**config.mk**
```make
export PLATFORM = sky130hd
export DESIGN_NAME = fifo_wr_arbiter_flat
export DESIGN_NICKNAME = d
export VERILOG_FILES = /design/src/rtl/fifo_wr_arbiter_if.sv /design/src/rtl/fifo_wr_arbiter.sv /design/src/flat_wrapper.sv
export SDC_FILE = /design/constraint.sdc
export NUM_CORES = 1
export LEC_CHECK = 0
export ABC_AREA = 1
export BUFFER_PORTS_ARGS = -buffer_cell sky130_fd_sc_hd__buf_2
export CAP_MARGIN = 20
export CELL_PAD_IN_SITES_DETAIL_PLACEMENT = 0
export CELL_PAD_IN_SITES_GLOBAL_PLACEMENT = 1
export CORE_MARGIN = 3
export CORE_UTILIZATION = 29
export CTS_CLUSTER_DIAMETER = 30
export DETAILED_ROUTE_END_ITERATION = 12
export GPL_TIMING_DRIVEN = 0
export MAX_ROUTING_LAYER = met4
export PLACE_DENSITY = 0.95
export SYNTH_ARGS = -nofsm -noshare
export SYNTH_HDL_FRONTEND = slang
export SYNTH_SLANG_ARGS = --single-unit
```
**constraint.sdc**
```tcl
create_clock -name clk -period 3.1 [get_ports clk]
set_input_delay 0.465 -clock clk [delete_from_list [all_inputs] [get_ports clk]]
set_output_delay 0.465 -clock clk [all_outputs]
set_load 0.01 [all_outputs]
```
**src/rtl/fifo_wr_arbiter_if.sv**
```systemverilog
// Bundle for the producer channels and the syn_fifo write port seen by fifo_wr_arbiter.
// master is the arbiter side; slave is the producer/FIFO side.
interface fifo_wr_arbiter_if #(
    parameter int N = 8,
    parameter int R = 4
) ();
    localparam int RW = (R > 1) ? $clog2(R) : 1;

    logic [R-1:0]   req_valid;
    logic [R*N-1:0] req_data;
    logic [R-1:0]   req_ready;
    logic           fifo_full;
    logic           fifo_write_en;
    logic [N-1:0]   fifo_data_in;
    logic [RW-1:0]  grant_id;
    logic           busy;

    modport master (
        input  req_valid, req_data, fifo_full,
        output req_ready, fifo_write_en, fifo_data_in, grant_id, busy
    );

    modport slave (
        output req_valid, req_data, fifo_full,
        input  req_ready, fifo_write_en, fifo_data_in, grant_id, busy
    );
endinterface

```
**src/rtl/fifo_wr_arbiter.sv**
```systemverilog
// Round-robin arbiter sharing one syn_fifo write port among R valid/ready producers,
// granting one producer at a time for bursts of up to BURST beats.
module fifo_wr_arbiter #(
    parameter int N     = 8,
    parameter int R     = 4,
    parameter int BURST = 4,
    localparam int RW   = (R > 1) ? $clog2(R) : 1,
    localparam int BW   = (BURST > 0) ? $clog2(BURST + 1) : 1
) (
    input  logic                clk,
    input  logic                reset,
    fifo_wr_arbiter_if.master   bus,
    output logic                dbg_state_o,
    output logic [RW-1:0]       dbg_ptr_o,
    output logic [BW-1:0]       dbg_beat_cnt_o
);
    // Handshake: a beat of requester i moves when req_valid[i] & req_ready[i] on a
    // rising edge; req_ready never depends on non-owner valids and is low when full.
    typedef enum logic {IDLE = 1'b0, OWN = 1'b1} st_t;

    st_t           st_q, st_d;
    logic [RW-1:0] owner_q, owner_d;
    logic [RW-1:0] ptr_q, ptr_d;
    logic [BW-1:0] cnt_q, cnt_d;

    logic          busy_w;
    logic          own_valid;
    logic [N-1:0]  own_data;
    logic          xfer;
    logic          pick_found;
    logic [RW-1:0] pick_idx;
    logic [RW:0]   cand_sum;
    logic [RW-1:0] cand;
    logic [RW-1:0] owner_nxt;

    always_comb begin
        own_valid = 1'b0;
        own_data  = '0;
        for (int i = 0; i < R; i++) begin
            if (owner_q == RW'(i)) begin
                own_valid = bus.req_valid[i];
                own_data  = bus.req_data[i*N +: N];
            end
        end
    end

    // Outputs are forced low during reset even if the register still says OWN.
    assign busy_w    = (st_q == OWN) && !reset;
    assign xfer      = busy_w && own_valid && !bus.fifo_full;
    assign owner_nxt = (owner_q == RW'(R - 1)) ? '0 : owner_q + RW'(1);

    assign bus.busy          = busy_w;
    assign bus.fifo_write_en = xfer;
    assign bus.req_ready     = xfer ? (R'(1) << owner_q) : '0;
    assign bus.fifo_data_in  = busy_w ? own_data : '0;
    assign bus.grant_id      = busy_w ? owner_q : '0;

    assign dbg_state_o    = (st_q == OWN);
    assign dbg_ptr_o      = ptr_q;
    assign dbg_beat_cnt_o = cnt_q;

    // Scan ptr, ptr+1, ... modulo R; the first valid requester wins.
    always_comb begin
        pick_found = 1'b0;
        pick_idx   = '0;
        cand_sum   = '0;
        cand       = '0;
        for (int k = 0; k < R; k++) begin
            cand_sum = {1'b0, ptr_q} + (RW + 1)'(k);
            if (cand_sum >= (RW + 1)'(R)) begin
                cand_sum = cand_sum - (RW + 1)'(R);
            end
            cand = cand_sum[RW-1:0];
            if (!pick_found && bus.req_valid[cand]) begin
                pick_found = 1'b1;
                pick_idx   = cand;
            end
        end
    end

    always_comb begin
        st_d    = st_q;
        owner_d = owner_q;
        ptr_d   = ptr_q;
        cnt_d   = cnt_q;
        case (st_q)
            IDLE: begin
                if (pick_found) begin
                    owner_d = pick_idx;
                    cnt_d   = '0;
                    st_d    = OWN;
                end
            end
            OWN: begin
                if (xfer && (cnt_q == BW'(BURST - 1))) begin
                    st_d  = IDLE;
                    ptr_d = owner_nxt;
                end else if (xfer) begin
                    cnt_d = cnt_q + BW'(1);
                end else if (!own_valid) begin
                    st_d  = IDLE;
                    ptr_d = owner_nxt;
                end
            end
            default: st_d = IDLE;
        endcase
    end

    always_ff @(posedge clk) begin
        if (reset) begin
            st_q    <= IDLE;
            owner_q <= '0;
            ptr_q   <= '0;
            cnt_q   <= '0;
        end else begin
            st_q    <= st_d;
            owner_q <= owner_d;
            ptr_q   <= ptr_d;
            cnt_q   <= cnt_d;
        end
    end
endmodule

```
**src/flat_wrapper.sv**
```systemverilog
// flat-port wrapper written by rule: the top's interface ports become plain ports
module fifo_wr_arbiter_flat 
#(
    parameter int N     = 8,
    parameter int R     = 4,
    parameter int BURST = 4,
    localparam int RW   = (R > 1) ? $clog2(R) : 1,
    localparam int BW   = (BURST > 0) ? $clog2(BURST + 1) : 1
)
  (clk, reset, dbg_state_o, dbg_ptr_o, dbg_beat_cnt_o, bus_req_valid, bus_req_data, bus_fifo_full, bus_req_ready, bus_fifo_write_en, bus_fifo_data_in, bus_grant_id, bus_busy);
  fifo_wr_arbiter_if #(.N(N), .R(R)) bus_i ();
  input  logic clk;
  input  logic reset;
  output logic dbg_state_o;
  output logic [RW-1:0] dbg_ptr_o;
  output logic [BW-1:0] dbg_beat_cnt_o;
  input wire logic [$bits(bus_i.req_valid)-1:0] bus_req_valid;
  input wire logic [$bits(bus_i.req_data)-1:0] bus_req_data;
  input wire logic [$bits(bus_i.fifo_full)-1:0] bus_fifo_full;
  output wire logic [$bits(bus_i.req_ready)-1:0] bus_req_ready;
  output wire logic [$bits(bus_i.fifo_write_en)-1:0] bus_fifo_write_en;
  output wire logic [$bits(bus_i.fifo_data_in)-1:0] bus_fifo_data_in;
  output wire logic [$bits(bus_i.grant_id)-1:0] bus_grant_id;
  output wire logic [$bits(bus_i.busy)-1:0] bus_busy;
  assign bus_i.req_valid = bus_req_valid;
  assign bus_i.req_data = bus_req_data;
  assign bus_i.fifo_full = bus_fifo_full;
  assign bus_req_ready = bus_i.req_ready;
  assign bus_fifo_write_en = bus_i.fifo_write_en;
  assign bus_fifo_data_in = bus_i.fifo_data_in;
  assign bus_grant_id = bus_i.grant_id;
  assign bus_busy = bus_i.busy;
  fifo_wr_arbiter #(.N(N), .R(R), .BURST(BURST)) u_core (.clk(clk), .reset(reset), .bus(bus_i), .dbg_state_o(dbg_state_o), .dbg_ptr_o(dbg_ptr_o), .dbg_beat_cnt_o(dbg_beat_cnt_o));
endmodule
```
==> flow_summary.toml, run 1 <==
[routing]
wl_um = 3140
via_count = 1352
drt_first_pass_iters = 4
via_per_inst = 4.66
drc = 0
ant_nets = 0
wl_per_cell_um = 10.8
drtIter0Drc = 76

[setup_path]
worstPathRequired_ns = 2.63
crit_type = "reg -> out"
start_kind = "flop"
cp_max_fo = 10
r2r_setup_slack_ns = 1.29
worst_r2r_path_depth = 11
cp.arrival_ns = 1.99
reg2reg_from = "u_core.owner_q[1]"
endpoint_kind = "output pin"
reg2reg_to = "u_core.dbg_beat_cnt_o[2]"

[sta]
setup_violations = 0
timing.final.crit_share_pct = 79.1
holdWs_ns = 0.470
finalCriticalPeriod_ns = 2.45
tightest_slew_ns = 0.512
report.final.slew_viol_count = 0
fin_ws_ns = 0.647
rsz0062_at_grt = "no"
hold_viol = 0
fin_tns_setup_ns = 0
final.setup_skew_ns = 0.00301
fmax_mhz = 408
relSlewSlack_pct = 65.9

[clock_network]
cts_root_buffer = "clkbuf_4"
cts_tree = "yes"
ctsResizeCount = 0
clock_path_buffers = 2
cts.sinks = 8
holdBufCountCts = 0
clkSlewWorstSetupHoldPaths_ns = 0.05
insertion_delay_ns = 0.25
postCtsSetupBuffers = 0
numCtsBuffers = 3
htree_levels = 1

[cells_and_area]
fin_area_um2 = 1410
drive_gt1_share_pct = 32.9
syn_to_final_growth_pct = 36.8
antenna_cells = 0
nets = 293
fin_cells = 290
postLayoutCoreUtil_pct = 43.9

[synthesis]
synthTopCellsByArea = "dfxtp_1 (16%), nand2_1 (15%), o21ai_0 (14%)"
synth_flop_cell = "dfxtp_1"
yosysTopAreaCell = "dfxtp_1"
synth.most_common_cell = "nand2_1"
async_flop_share_pct = 0
synth_area_um2 = 1030
yosysWarnings = 0
syn-num-nets = 228
synth.ff_latch_count = 8
synthTopCellsByCount = "nand2_1 (41), o21ai_0 (29), a21oi_1 (25), inv_1 (21), nor2_1 (19)"
synth_top_area_share_pct = 15.6
synth-edff-count = 0
synth_cells = 183
ys_types = 21
ys_seq_area_share_pct = 15.6
synth.avg_cell_area_um2 = 5.61

[flow_run]
drv_cap = 0

[pwr]
pwr-share-seq_pct = 16.9
total_power_mw = 0.976
vdd_drop_max_mv = 0.417
p_comb_share_pct = 75.0
switching_share_pct = 54.1
p_per_area_nw_per_um2 = 694
power.share.clock_pct = 8.0
internal_power_mw = 0.448
power.switching_mw = 0.528
p_leak_nw = 0.770

[floorplanning]
die_w_um = 65.5
num_rows = 20
initial_core_util_pct = 32.1
ioPinCount = 61
die-area_um2 = 4290
core_um2 = 3200
die_y_um = 65.5

[worst_hold_path]
min_from = "reset"
min_to = "u_core.dbg_beat_cnt_o[1]"
hold_path.class = "in -> reg"
worstHoldPathCells = 2

[grt]
grt_start_max_net_pins = 11
grt_pass1_vias = 1176
grt_util_all_layers_pct = 15.2
antenna_found_initial = 0
grt_pass1_wl_um = 5220
overflow = 0

[placement]
io_buffers = 60
dp.cells = 287
place_congestion = 0.834
post-place-ws_ns = 0.941
place_area_um2 = 1380
dpl.hpwl_um = 2520

[status]
status = "finished, final reports clean"
## worst max-delay path, cell delays in order, from the launching register on
cell and delay [ns]:
dfxtp_1 0.33, ha_1 0.23, inv_1 0.24, clkbuf_1 0.45
o21ai_0 0.18, a21oi_1 0.15, buf_2 0.16
## layout by cell type (no fill, tap or decap)
cell type  synthesis  final
a21oi_1           25     25
buf_2              1     61
buf_6              2      2
clkbuf_1           3      3
clkbuf_4           0      3
dfxtp_1            8      8
ha_1               6      6
inv_1             21     21
inv_2              2      2
inv_4              1      1
nand2_1           41     41
nand2_2            5      5
nand2_4            1      1
nand3_1           11     11
nand3_2            2      2
nand4_1            1      1
nor2_1            19     19
nor2_4             1      1
o21ai_0           29     29
o21ai_2            2      2
o22ai_1            1      1
or2_2              1      1
## area by class of cell
type                       count  area [µm²]
fill                         381        1800
multi-input combinational    145         736
timing repair buffer          60         300
sequential                     8         160
inverter                      24        92.6
tap                           44        55.1
buffer                         6        38.8
clock buffer                   3        22.5
## worst max-delay path by stage
stage	from	endpoint	depth (start not counted)
6_report	u_core.owner_q[0]	bus_fifo_data_in[5]	6
5_1_grt	u_core.owner_q[1]	bus_req_ready[3]	13
4_1_cts	u_core.owner_q[0]	bus_fifo_data_in[5]	6
3_5_place_dp	u_core.owner_q[0]	bus_fifo_data_in[5]	6
3_3_place_gp	u_core.owner_q[0]	bus_fifo_data_in[4]	8
2_1_floorplan	u_core.owner_q[1]	bus_req_ready[3]	12
## kinds of logic (layout without fill, tap and decap cells)
| group | count (synthesis) | count (layout) | share of synthesized area [%] |
|---|---|---|---|
| AO/OA/AOI/OAI | 57 | 57 | 28.6 |
| buffers and inverters | 30 | 93 | 12.8 |
| AND/OR/NAND/NOR | 82 | 82 | 35.7 |
| adder cells (fa/ha/maj) | 6 | 6 | 7.31 |
| flip-flops | 8 | 8 | 15.6 |
## power by group through the flow
stage / clock (mW) / combinational, mW / sequential [mW]
final: 0.0785 / 0.732 / 0.165
after global routing: 0.0879 / 0.843 / 0.172
after CTS: 0.0811 / 0.735 / 0.166
after detailed placement: 0 / 0.732 / 0.168
after global placement: 0 / 0.736 / 0.168
after floorplan: 0 / 0.545 / 0.169
## sequential cells by signal (all words and copies together), names as in the netlist
signal / count
u_core.dbg_beat_cnt_o: 3
u_core.dbg_ptr_o: 2
u_core.owner_q: 2
u_core.dbg_state_o: 1
## routing by layer
layer  vias to the layer above  GRT usage [%]  wire (µm)  part of all wire, %
met5                         -              -          0                    0
met4                         0           2.33          0                    0
met3                         0           3.42        277                  8.8
met2                        48           23.1       1320                   42
met1                       575           20.9       1550                   49
li1                        729              -          -                    -
Note: power is estimated with default switching activity, not from simulation.
==> run 2, diff against run 1 <==
--- a/config.mk
+++ b/config.mk
@@ -11,12 +11,12 @@
 export CELL_PAD_IN_SITES_DETAIL_PLACEMENT = 0
 export CELL_PAD_IN_SITES_GLOBAL_PLACEMENT = 1
 export CORE_MARGIN = 3
-export CORE_UTILIZATION = 29
+export CORE_UTILIZATION = 27
 export CTS_CLUSTER_DIAMETER = 30
 export DETAILED_ROUTE_END_ITERATION = 12
 export GPL_TIMING_DRIVEN = 0
 export MAX_ROUTING_LAYER = met4
-export PLACE_DENSITY = 0.95
+export PLACE_DENSITY = 0.9
 export SYNTH_ARGS = -nofsm -noshare
 export SYNTH_HDL_FRONTEND = slang
 export SYNTH_SLANG_ARGS = --single-unit
==> constraint.sdc (replaced) <==
create_clock -name clk -period 2.5 [get_ports clk]
set_input_delay 0.375 -clock clk [delete_from_list [all_inputs] [get_ports clk]]
set_output_delay 0.375 -clock clk [all_outputs]
set_load 0.01 [all_outputs]
==> run 2 against run 1 <==
First-iteration DRC count decreased by 58%. Cell count increased by 0.69%. Hold slack lost 0.073 ns. Wire length is 4.8% higher. Register-to-register slack got worse by 0.60 ns. Critical path type unchanged.
==> flow_summary.toml, run 2 (synthesis gave the netlist of run 1 again) <==
[status]
status = "finished, final reports clean"

[cells_and_area]
postLayoutCoreUtil_pct = 40.9
final_cell_mix = "buf_2 (61), nand2_1 (41), o21ai_0 (29), a21oi_1 (25), inv_1 (21)"
fin_cells = 292
final_common_cell = "buf_2"
syn_to_final_growth_pct = 39.0
nets = 293
drive_gt1_share_pct = 33.3
antenna_cells = 0
largest_reg_flops = 3
fin_area_um2 = 1430

[sta]
relSlewSlack_pct = 66.9
holdWs_ns = 0.397
hold_viol = 0
report.final.slew_viol_count = 0
tightest_slew_ns = 0.496
rsz0062_at_grt = "no"
final.setup_skew_ns = 0.000571
setup_violations = 0
finalCriticalPeriod_ns = 2.26
fin_ws_ns = 0.243
fin_tns_setup_ns = 0
timing.final.crit_share_pct = 90.3
fmax_mhz = 443

[grt]
grt_pass1_wl_um = 5000
antenna_found_initial = 0
grt_util_all_layers_pct = 14.5
grt_pass1_vias = 1146
grt_start_max_net_pins = 11
overflow = 0

[pwr]
p_leak_nw = 0.780
total_power_mw = 1.29
p_per_area_nw_per_um2 = 901
vdd_drop_max_mv = 0.506

[floorplanning]
die-area_um2 = 4580
initial_core_util_pct = 29.4
die_y_um = 67.7
ioPinCount = 61
die_w_um = 67.7
num_rows = 21
core_um2 = 3490

[placement]
place_congestion = 0.810
post-place-ws_ns = 0.411
dpl.hpwl_um = 2600
place_area_um2 = 1390
dp.cells = 289
io_buffers = 60

[clock_network]
holdBufCountCts = 0
insertion_delay_ns = 0.23
cts.sinks = 8
cts_tree = "yes"
clkSlewWorstSetupHoldPaths_ns = 0.04
htree_levels = 1
postCtsSetupBuffers = 0
numCtsBuffers = 3
clock_path_buffers = 2
cts_root_buffer = "clkbuf_8"

[worst_hold_path]
hold_path.class = "in -> reg"

[routing]
drc = 0
drt_first_pass_iters = 4
via_count = 1363
wl_per_cell_um = 11.3
drtIter0Drc = 32
ant_nets = 0
via_per_inst = 4.67
wl_um = 3290

[setup_path]
endpoint_kind = "output pin"
worstPathRequired_ns = 2.12
start_kind = "flop"
cp_max_fo = 10
cp.arrival_ns = 1.88
crit_type = "reg -> out"
r2r_setup_slack_ns = 0.69

[flow_run]
drv_cap = 0
run 2: report_power, final:
group          internal, mW  total, mW  switching, mW
Combinational         0.341      0.919          0.578
Clock                 0.105      0.160         0.0552
Sequential            0.162      0.207         0.0448
run 2: cell type report:
type / count / area [µm²]
Timing Repair Buffer: 60 / 300
Multi-Input combinational cell: 145 / 736
Buffer: 6 / 40.0
Tap cell: 46 / 57.6
Sequential cell: 8 / 160
Inverter: 24 / 92.6
Clock buffer: 3 / 41.3
Fill cell: 390 / 2070
run 2: what timing repair did:
item,in CTS,in global routing
endpoints found under the setup margin,0,5
gates resized for setup,0,2
hold endpoints to repair,0,0
run 2: metal layers:
| layer | GRT usage, % | up-vias | wire (µm) |
|---|---|---|---|
| li1 | - | 725 | - |
| met4 | 5.32 | 0 | 44 |
| met2 | 23.3 | 44 | 1500 |
| met1 | 18.4 | 589 | 1530 |
| met3 | 2.00 | 5 | 218 |
| met5 | - | - | 0 |
run 2: worst paths after layout:
check | from | end | cells after the start
worst max-delay path | u_core.owner_q[0] | bus_fifo_data_in[5] | 6
worst min-delay path | reset | u_core.dbg_beat_cnt_o[1] | 2
worst max register to register | u_core.owner_q[0] | u_core.dbg_beat_cnt_o[2] | 10
worst min register to register | u_core.dbg_beat_cnt_o[2] | u_core.dbg_beat_cnt_o[2] | 2
run 2: worst max-delay path, stage by stage, from the launching register on:
cell and delay [ns]:
dfxtp_1 0.32, ha_1 0.24, inv_1 0.22, clkbuf_1 0.43
o21ai_0 0.16, a21oi_1 0.13, buf_2 0.14
